## src/rtl/rtc_disp_scan.sv

```systemverilog
// Six-digit multiplexed seven-segment driver for HH:MM:SS with a per-frame digit snapshot.
// Optional macro RTC_DISP_BLANK_LZ_EN blanks the hours-tens digit when it is zero.
module rtc_disp_scan #(
  parameter int unsigned DWELL = 1000
) (
  input  logic       clk,
  input  logic       rst,
  input  logic [3:0] s0,
  input  logic [3:0] s1,
  input  logic [3:0] m0,
  input  logic [3:0] m1,
  input  logic [3:0] h0,
  input  logic [3:0] h1,
  output logic [6:0] seg,
  output logic [5:0] an,
  output logic       colon,
  output logic       frame_start
);

  localparam int unsigned CW = (DWELL > 1) ? $clog2(DWELL) : 1;
  localparam logic [CW-1:0] CNT_LAST = CW'(DWELL - 1);

  function automatic logic [6:0] enc(input logic [3:0] d);
    logic [6:0] r;
    case (d)
      4'd0:    r = 7'b1011111;
      4'd1:    r = 7'b0000011;
      4'd2:    r = 7'b1110110;
      4'd3:    r = 7'b1110011;
      4'd4:    r = 7'b0101011;
      4'd5:    r = 7'b1111001;
      4'd6:    r = 7'b1111101;
      4'd7:    r = 7'b1000011;
      4'd8:    r = 7'b1111111;
      4'd9:    r = 7'b1101011;
      default: r = 7'b1111111;
    endcase
    return r;
  endfunction

  logic [CW-1:0] cnt;
  logic [3:0]    snap [6];
  logic          step;
  logic [5:0]    an_next;
  logic [3:0]    digit_next;
  logic [6:0]    seg_next;

  always_comb begin
    step       = (cnt == CNT_LAST);
    an_next    = {an[4:0], an[5]};
    digit_next = '0;
    for (int unsigned i = 0; i < 6; i++) begin
      if (an_next[i]) digit_next = snap[i];
    end
    seg_next = enc(digit_next);
`ifdef RTC_DISP_BLANK_LZ_EN
    if (an_next[5] && (snap[5] == 4'd0)) seg_next = '0;
`endif
  end

  always_ff @(posedge clk) begin
    if (rst) begin
      cnt         <= '0;
      an          <= 6'b000001;
      seg         <= enc(4'd0);
      colon       <= 1'b1;
      frame_start <= 1'b0;
      for (int unsigned i = 0; i < 6; i++) snap[i] <= '0;
    end else begin
      frame_start <= 1'b0;
      if (step) begin
        cnt <= '0;
        an  <= an_next;
        if (an[5]) begin
          // Wrap edge: bit0 shows the live s0 directly, which equals the value being captured.
          snap[0]     <= s0;
          snap[1]     <= s1;
          snap[2]     <= m0;
          snap[3]     <= m1;
          snap[4]     <= h0;
          snap[5]     <= h1;
          seg         <= enc(s0);
          colon       <= ~s0[0];
          frame_start <= 1'b1;
        end else begin
          seg <= seg_next;
        end
      end else begin
        cnt <= cnt + CW'(1);
      end
    end
  end

endmodule

```

## config.mk

```make
export PLATFORM = sky130hd
export DESIGN_NAME = rtc_disp_scan
export DESIGN_NICKNAME = d
export VERILOG_FILES = /design/src/rtl/rtc_disp_scan.sv
export SDC_FILE = /design/constraint.sdc
export NUM_CORES = 1
export LEC_CHECK = 0
export CORE_MARGIN = 2
export CORE_UTILIZATION = 55
export CTS_CLUSTER_SIZE = 14
export DETAILED_ROUTE_END_ITERATION = 10
export PLACE_DENSITY = 0.79
export SLEW_MARGIN = 20
export SYNTH_ARGS = -nofsm -noshare
export SYNTH_HDL_FRONTEND = slang
export SYNTH_SLANG_ARGS = --single-unit
```

## constraint.sdc

```tcl
create_clock -name clk -period 5.7 [get_ports clk]
set_input_delay 0.57 -clock clk [delete_from_list [all_inputs] [get_ports clk]]
set_output_delay 0.57 -clock clk [all_outputs]
set_load 0.02 [all_outputs]
```

==> impl_metrics.ini, run 1 <==
[run_status]
status = completed

[setup_path]
path_class = reg2reg
crit_start = an[5]
r2r_setup_slack_ns = 3.08
rr_startpoint = an[5]
critPathCaptureType = flop
cp.required_ns = 5.90
critPathMaxFanout = 16
cp.arrival_ns = 2.82
start_kind = flop

[timing]
maxSlewViolCount = 0
rsz0062_at_grt = no
finalSetupViolCount = 0
relSlewSlack = 0.388
fin_tns_setup_ns = 0
tightest_slew_ns = 0.918
hold_viol_final = 0
layout_setup_ws_ns = 3.08
fin_crit_ns = 2.62
min_period_over_period = 0.460
finClkSkew_ns = 0.00664
fmax_ghz = 0.381

[synth]
synth.distinct_cells = 49
synth_edf_count = 24
synth_flop_cell = dfxtp_1
synth_area_per_cell_um2 = 9.96
ys_seq_elements = 49
ys_warn_count = 0
yosysSeqAreaShare = 0.487
async_flop_share = 0
syn_inst = 252
synth_nets = 291
syn_area_mm2 = 0.00251

[floorplan]
fp.coreArea_mm2 = 0.00438
fp.dieW_um = 71.6
start_util = 0.572
die_area_mm2 = 0.00512
boundaryPins = 41
dieHeight_um = 71.6
rows = 24

[placement]
numPortBuffers = 40
dp.final_hpwl_um = 3510
dp_worst_setup_slack_ns = 2.99
place_congestion = 0.800
placed_area_mm2 = 0.00289

[pwr]
vdd_ir_drop_max_mv = 0.168
powerDensity_mw_per_mm2 = 227
p_leak_nw = 1.12

[detailed_routing]
detail-route-antenna-nets = 0
wl_per_cell_um = 14.6
routed_via_density = 5.59
drc_errors = 0
first_pass_iters = 4
vias = 1883
wl_um = 4930
drtIter0Drc = 101

[clock_network]
cts_hold_buf = 0
cts_inserted_buffers = 5
clk_latency_ns = 0.29
cts.sinks = 49
tritoncts = built
cts-root-buf = clkbuf_8
clk_pin_slew_ns = 0.09
htreeDepth = 2
postCtsResizedCells = 0
postCtsSetupBuffers = 0
clock_path_buffers = 2

[global_route]
grt_overflow = 0
grt_pass1_wl_um = 8250
grt.total_usage = 0.205
grt_max_degree = 26
grt_pass1_vias = 1836
antenna_found_initial = 0

[min_path]
hp-start = cnt[0]
min_path_type = reg2reg

[cells_and_area]
final_area_mm2 = 0.00302
fin_util = 0.689
layout_common_cells = clkdlybuf4s50_1 (40), dfxtp_1 (25), and2_1 (24), edfxtp_1 (24), nand2_1 (21)
syn_to_final_growth_pct = 20.3
n_antenna_cell = 0
drive_gt1_frac = 0.0491
layout_commonest_cell = clkdlybuf4s50_1
nets = 323

[job]
max_cap_viol_count = 0
[path summary, 6_finish.rpt]
kind / to / depth (start not counted)
worst min-delay path: cnt[0] / 1
worst max-delay path: seg[2] / 9
worst max register to register: seg[2] / 9
worst min register to register: cnt[0] / 1
[cells by family after synthesis]
logic type	count (synthesis)	synth area share
XOR/XNOR	7	0.0244
flip-flops	49	0.487
adder cells (fa/ha/maj)	13	0.0648
AND/OR/NAND/NOR	109	0.238
AO/OA/AOI/OAI	49	0.135
buffers and inverters	24	0.0459
multiplexers	1	0.00598
[per-stage QoR]
stage,power (mW),hold WS (ns),cells
floorplan,0.415,0.426,252
global placement,0.439,0.441,329
detailed placement,0.440,0.456,329
CTS,0.692,0.478,337
global route,0.710,0.506,337
finish,0.686,0.478,337
[per-layer routing]
metal	vias up	share of wire	global-route usage
met5	-	0	0
met4	0	0.017	0.0901
met3	11	0.041	0.0352
met2	47	0.50	0.342
met1	874	0.44	0.263
li1	951	-	-
[critical path, cell delays in order, from the launching register on]
cell and delay [ns]:
dfxtp_1 0.69, nor2b_1 0.26, a221oi_1 0.09, nor3_1 0.17, a211oi_1 0.10, o31ai_1 0.45
ha_1 0.23, o211ai_1 0.16, a2bb2oi_1 0.20, o22a_1 0.18
[layout make-up]
type	instances	area, µm²
fill	351	1370
tap	52	65.1
multi-input combinational	179	1180
clock buffer	6	82.6
timing repair buffer	40	400
clock inverter	2	36.3
sequential	49	1220
inverter	9	33.8
[state kept, by name, indices dropped and copies added, names as in the netlist]
signal,count
frame_start,1
cnt,10
an,6
snap,24
seg,7
colon,1
[synth_stat cells (2+ instances only)]
library cell   n  area share
o211ai_1       4       0.012
buf_6          2      0.0090
a221oi_1       3       0.010
nand2_1       21       0.031
ha_1          13       0.065
dfxtp_1       25        0.20
or3_1          4       0.010
nor3_1         5       0.010
nor2_1        19       0.028
xnor2_1        4       0.014
a221o_1        2      0.0080
edfxtp_1      24        0.29
buf_2          2      0.0040
clkbuf_1       9       0.013
xor2_1         3       0.010
a211oi_1       2      0.0060
nand3_1        6       0.012
inv_1          9       0.013
and2_1        24       0.060
and3_1         3      0.0075
a21oi_1       15       0.030
nand2b_1       3      0.0075
a31oi_1        3      0.0075
a21o_1         4       0.012
o21ai_0        4      0.0080
o31ai_1        2      0.0060
nand3b_1       5       0.015
buf_4          2      0.0060
nor2b_1       10       0.025
[power breakdown]
part	internal [mW]	switching, mW
registers	0.379	0.00508
clock network	0.143	0.110
logic	0.0260	0.0228
total	0.547	0.138
Power figures use the tool's default switching activity.
==> run 2: changes to the inputs <==
- CORE_UTILIZATION: 55 -> 53
- PLACE_DENSITY: 0.79 -> 0.76
- clock period: 5.7 -> 2.55 ns (I/O delays scaled with it)
==> run 2 against run 1 <==
  * Clock skew decreased by 0.0011 ns
  * Sequential share of layout area decreased by 0.50 points
  * Global-route usage decreased by 0.21 points
  * Largest cell class unchanged
  * Critical path depth unchanged
  * Core utilization decreased by 2.8 points
  * Final area increased by 1.2%
  * Wire length increased by 0.93%
  * Worst setup slack got worse by 2.8 ns
  * Hold slack got worse by 0.016 ns
  * Total power increased by 120%
  * Critical path type unchanged
  * First-iteration DRC count increased by 22%
  * Combinational power increased by 130%
==> impl_metrics.ini, run 2 (same netlist as run 1, synthesis figures left out) <==
[global_route]
grt_max_degree = 26
grt_pass1_vias = 1775
grt.total_usage = 0.203
antenna_found_initial = 0
grt_pass1_wl_um = 8270
grt_overflow = 0

[floorplan]
start_util = 0.542
dieHeight_um = 72.8
fp.coreArea_mm2 = 0.00463
die_area_mm2 = 0.00530
boundaryPins = 41
fp.dieW_um = 72.8
rows = 25

[timing]
fin_crit_ns = 2.25
fmax_ghz = 0.444
hold_viol_final = 0
holdWs_ns = 0.462
maxSlewViolCount = 0
min_period_over_period = 0.883
relSlewSlack = 0.605
finClkSkew_ns = 0.00553
fin_tns_setup_ns = 0
finalSetupViolCount = 0
tightest_slew_ns = 0.577
rsz0062_at_grt = no

[cells_and_area]
syn_to_final_growth_pct = 21.8
fillers = 380
top_register = snap
top_regs = snap: 24 flops, cnt: 10 flops, seg: 7 flops
drive_gt1_frac = 0.0687
nets = 329
layout_commonest_cell = clkdlybuf4s50_1
largest_reg_flops = 24
layout_common_cells = clkdlybuf4s50_1 (40), dfxtp_1 (25), and2_1 (24), edfxtp_1 (24), nand2_1 (21)
n_antenna_cell = 0

[detailed_routing]
first_pass_iters = 4
wl_met1_um = 2250
vias = 1894
routed_via_density = 5.49
drtIter0Drc = 123
routed.top_layer = met4
wl_per_cell_um = 14.4
wl_met2_um = 2380
detail-route-antenna-nets = 0
wl_met3_um = 193
wl_um = 4980
drc_errors = 0

[pwr]
p_leak_nw = 1.14
powerDensity_mw_per_mm2 = 493
p_total_mw = 1.51
vdd_ir_drop_max_mv = 0.432

[clock_network]
tritoncts = built
cts.sinks = 49
postCtsResizedCells = 0
cts_hold_buf = 0
cts_inserted_buffers = 5
clk_latency_ns = 0.30
clk_pin_slew_ns = 0.09
cts-root-buf = clkbuf_8
htreeDepth = 2
postCtsSetupBuffers = 0
clock_path_buffers = 2

[setup_path]
reg2reg_depth = 9
path_class = reg2reg
cp.arrival_ns = 2.50
critical-path-top-delay-family = compound AO/OA/AOI/OAI gates
path_cells = nor2b_1 > a221oi_1 > nor3_1 > a211oi_1 > o31a_1 > ha_1 > o211ai_1 > o211ai_1 > a221o_1
crit_top_cell = o211ai_1
start_kind = flop
cp_num_buf_inv = 0
cp_num_cells = 9
cpMaxStageDelayCell = dfxtp_1
critPathCaptureType = flop
cp.required_ns = 2.80
critPathMaxStageDelay_ns = 0.52
critPathMaxFanout = 10

[min_path]
min_path_cells = 1
min_path_type = reg2reg

[placement]
numPortBuffers = 40
dp.final_hpwl_um = 3580
place_congestion = 0.808

[run_status]
status = completed

[job]
max_cap_viol_count = 0
-- run 2: cell count changes in the layout (fill, tap and decap cells not counted), sizes merged --
cell / delta
bufinv: -1
inv: -1
buf: +6
clkinvlp: +1
clkbuf: +1
-- run 2: power breakdown --
group | total [mW] | switching, mW | internal [mW] | leakage (nW)
clock network | 0.539 | 0.259 | 0.280 | 0.0556
logic | 0.112 | 0.0506 | 0.0609 | 0.651
registers | 0.857 | 0.0116 | 0.846 | 0.430
total | 1.51 | 0.321 | 1.19 | 1.14
-- run 2: area by class of cell --
cell class	count	area [µm²]	area share
clock buffers	7	108	0.0352
clock inverters	1	7.51	0.00246
inverters	9	33.8	0.0111
multi-input cells	179	1170	0.384
flip-flops and latches	49	1220	0.400
well taps	54	67.6	0.0221
repair buffers	46	445	0.146
-- run 2: metrics by stage --
stage          setup WS (ns)  utilization  instances  cell area, µm²
2_1_floorplan          0.279            -        252            2510
3_3_place_gp           0.442        0.635        337            2940
3_5_place_dp           0.365        0.635        337            2940
4_1_cts                0.303        0.660        345            3060
5_1_grt               0.0678        0.660        345            3060
6_report               0.298        0.660        345            3060
-- run 2: path summary, 6_finish.rpt --
kind / endpoint / slack, ns / from
setup reg to reg: seg[3] / 0.30 / an[0]
setup / recovery: seg[3] / 0.30 / an[0]
hold / removal: cnt[0] / 0.46 / cnt[0]
hold reg to reg: cnt[0] / 0.46 / cnt[0]
-- run 2: per-layer routing --
layer | track usage | vias to the layer above
met5 | 0 | -
met4 | 0.0926 | 0
li1 | - | 959
met3 | 0.0483 | 15
met1 | 0.268 | 881
met2 | 0.316 | 39
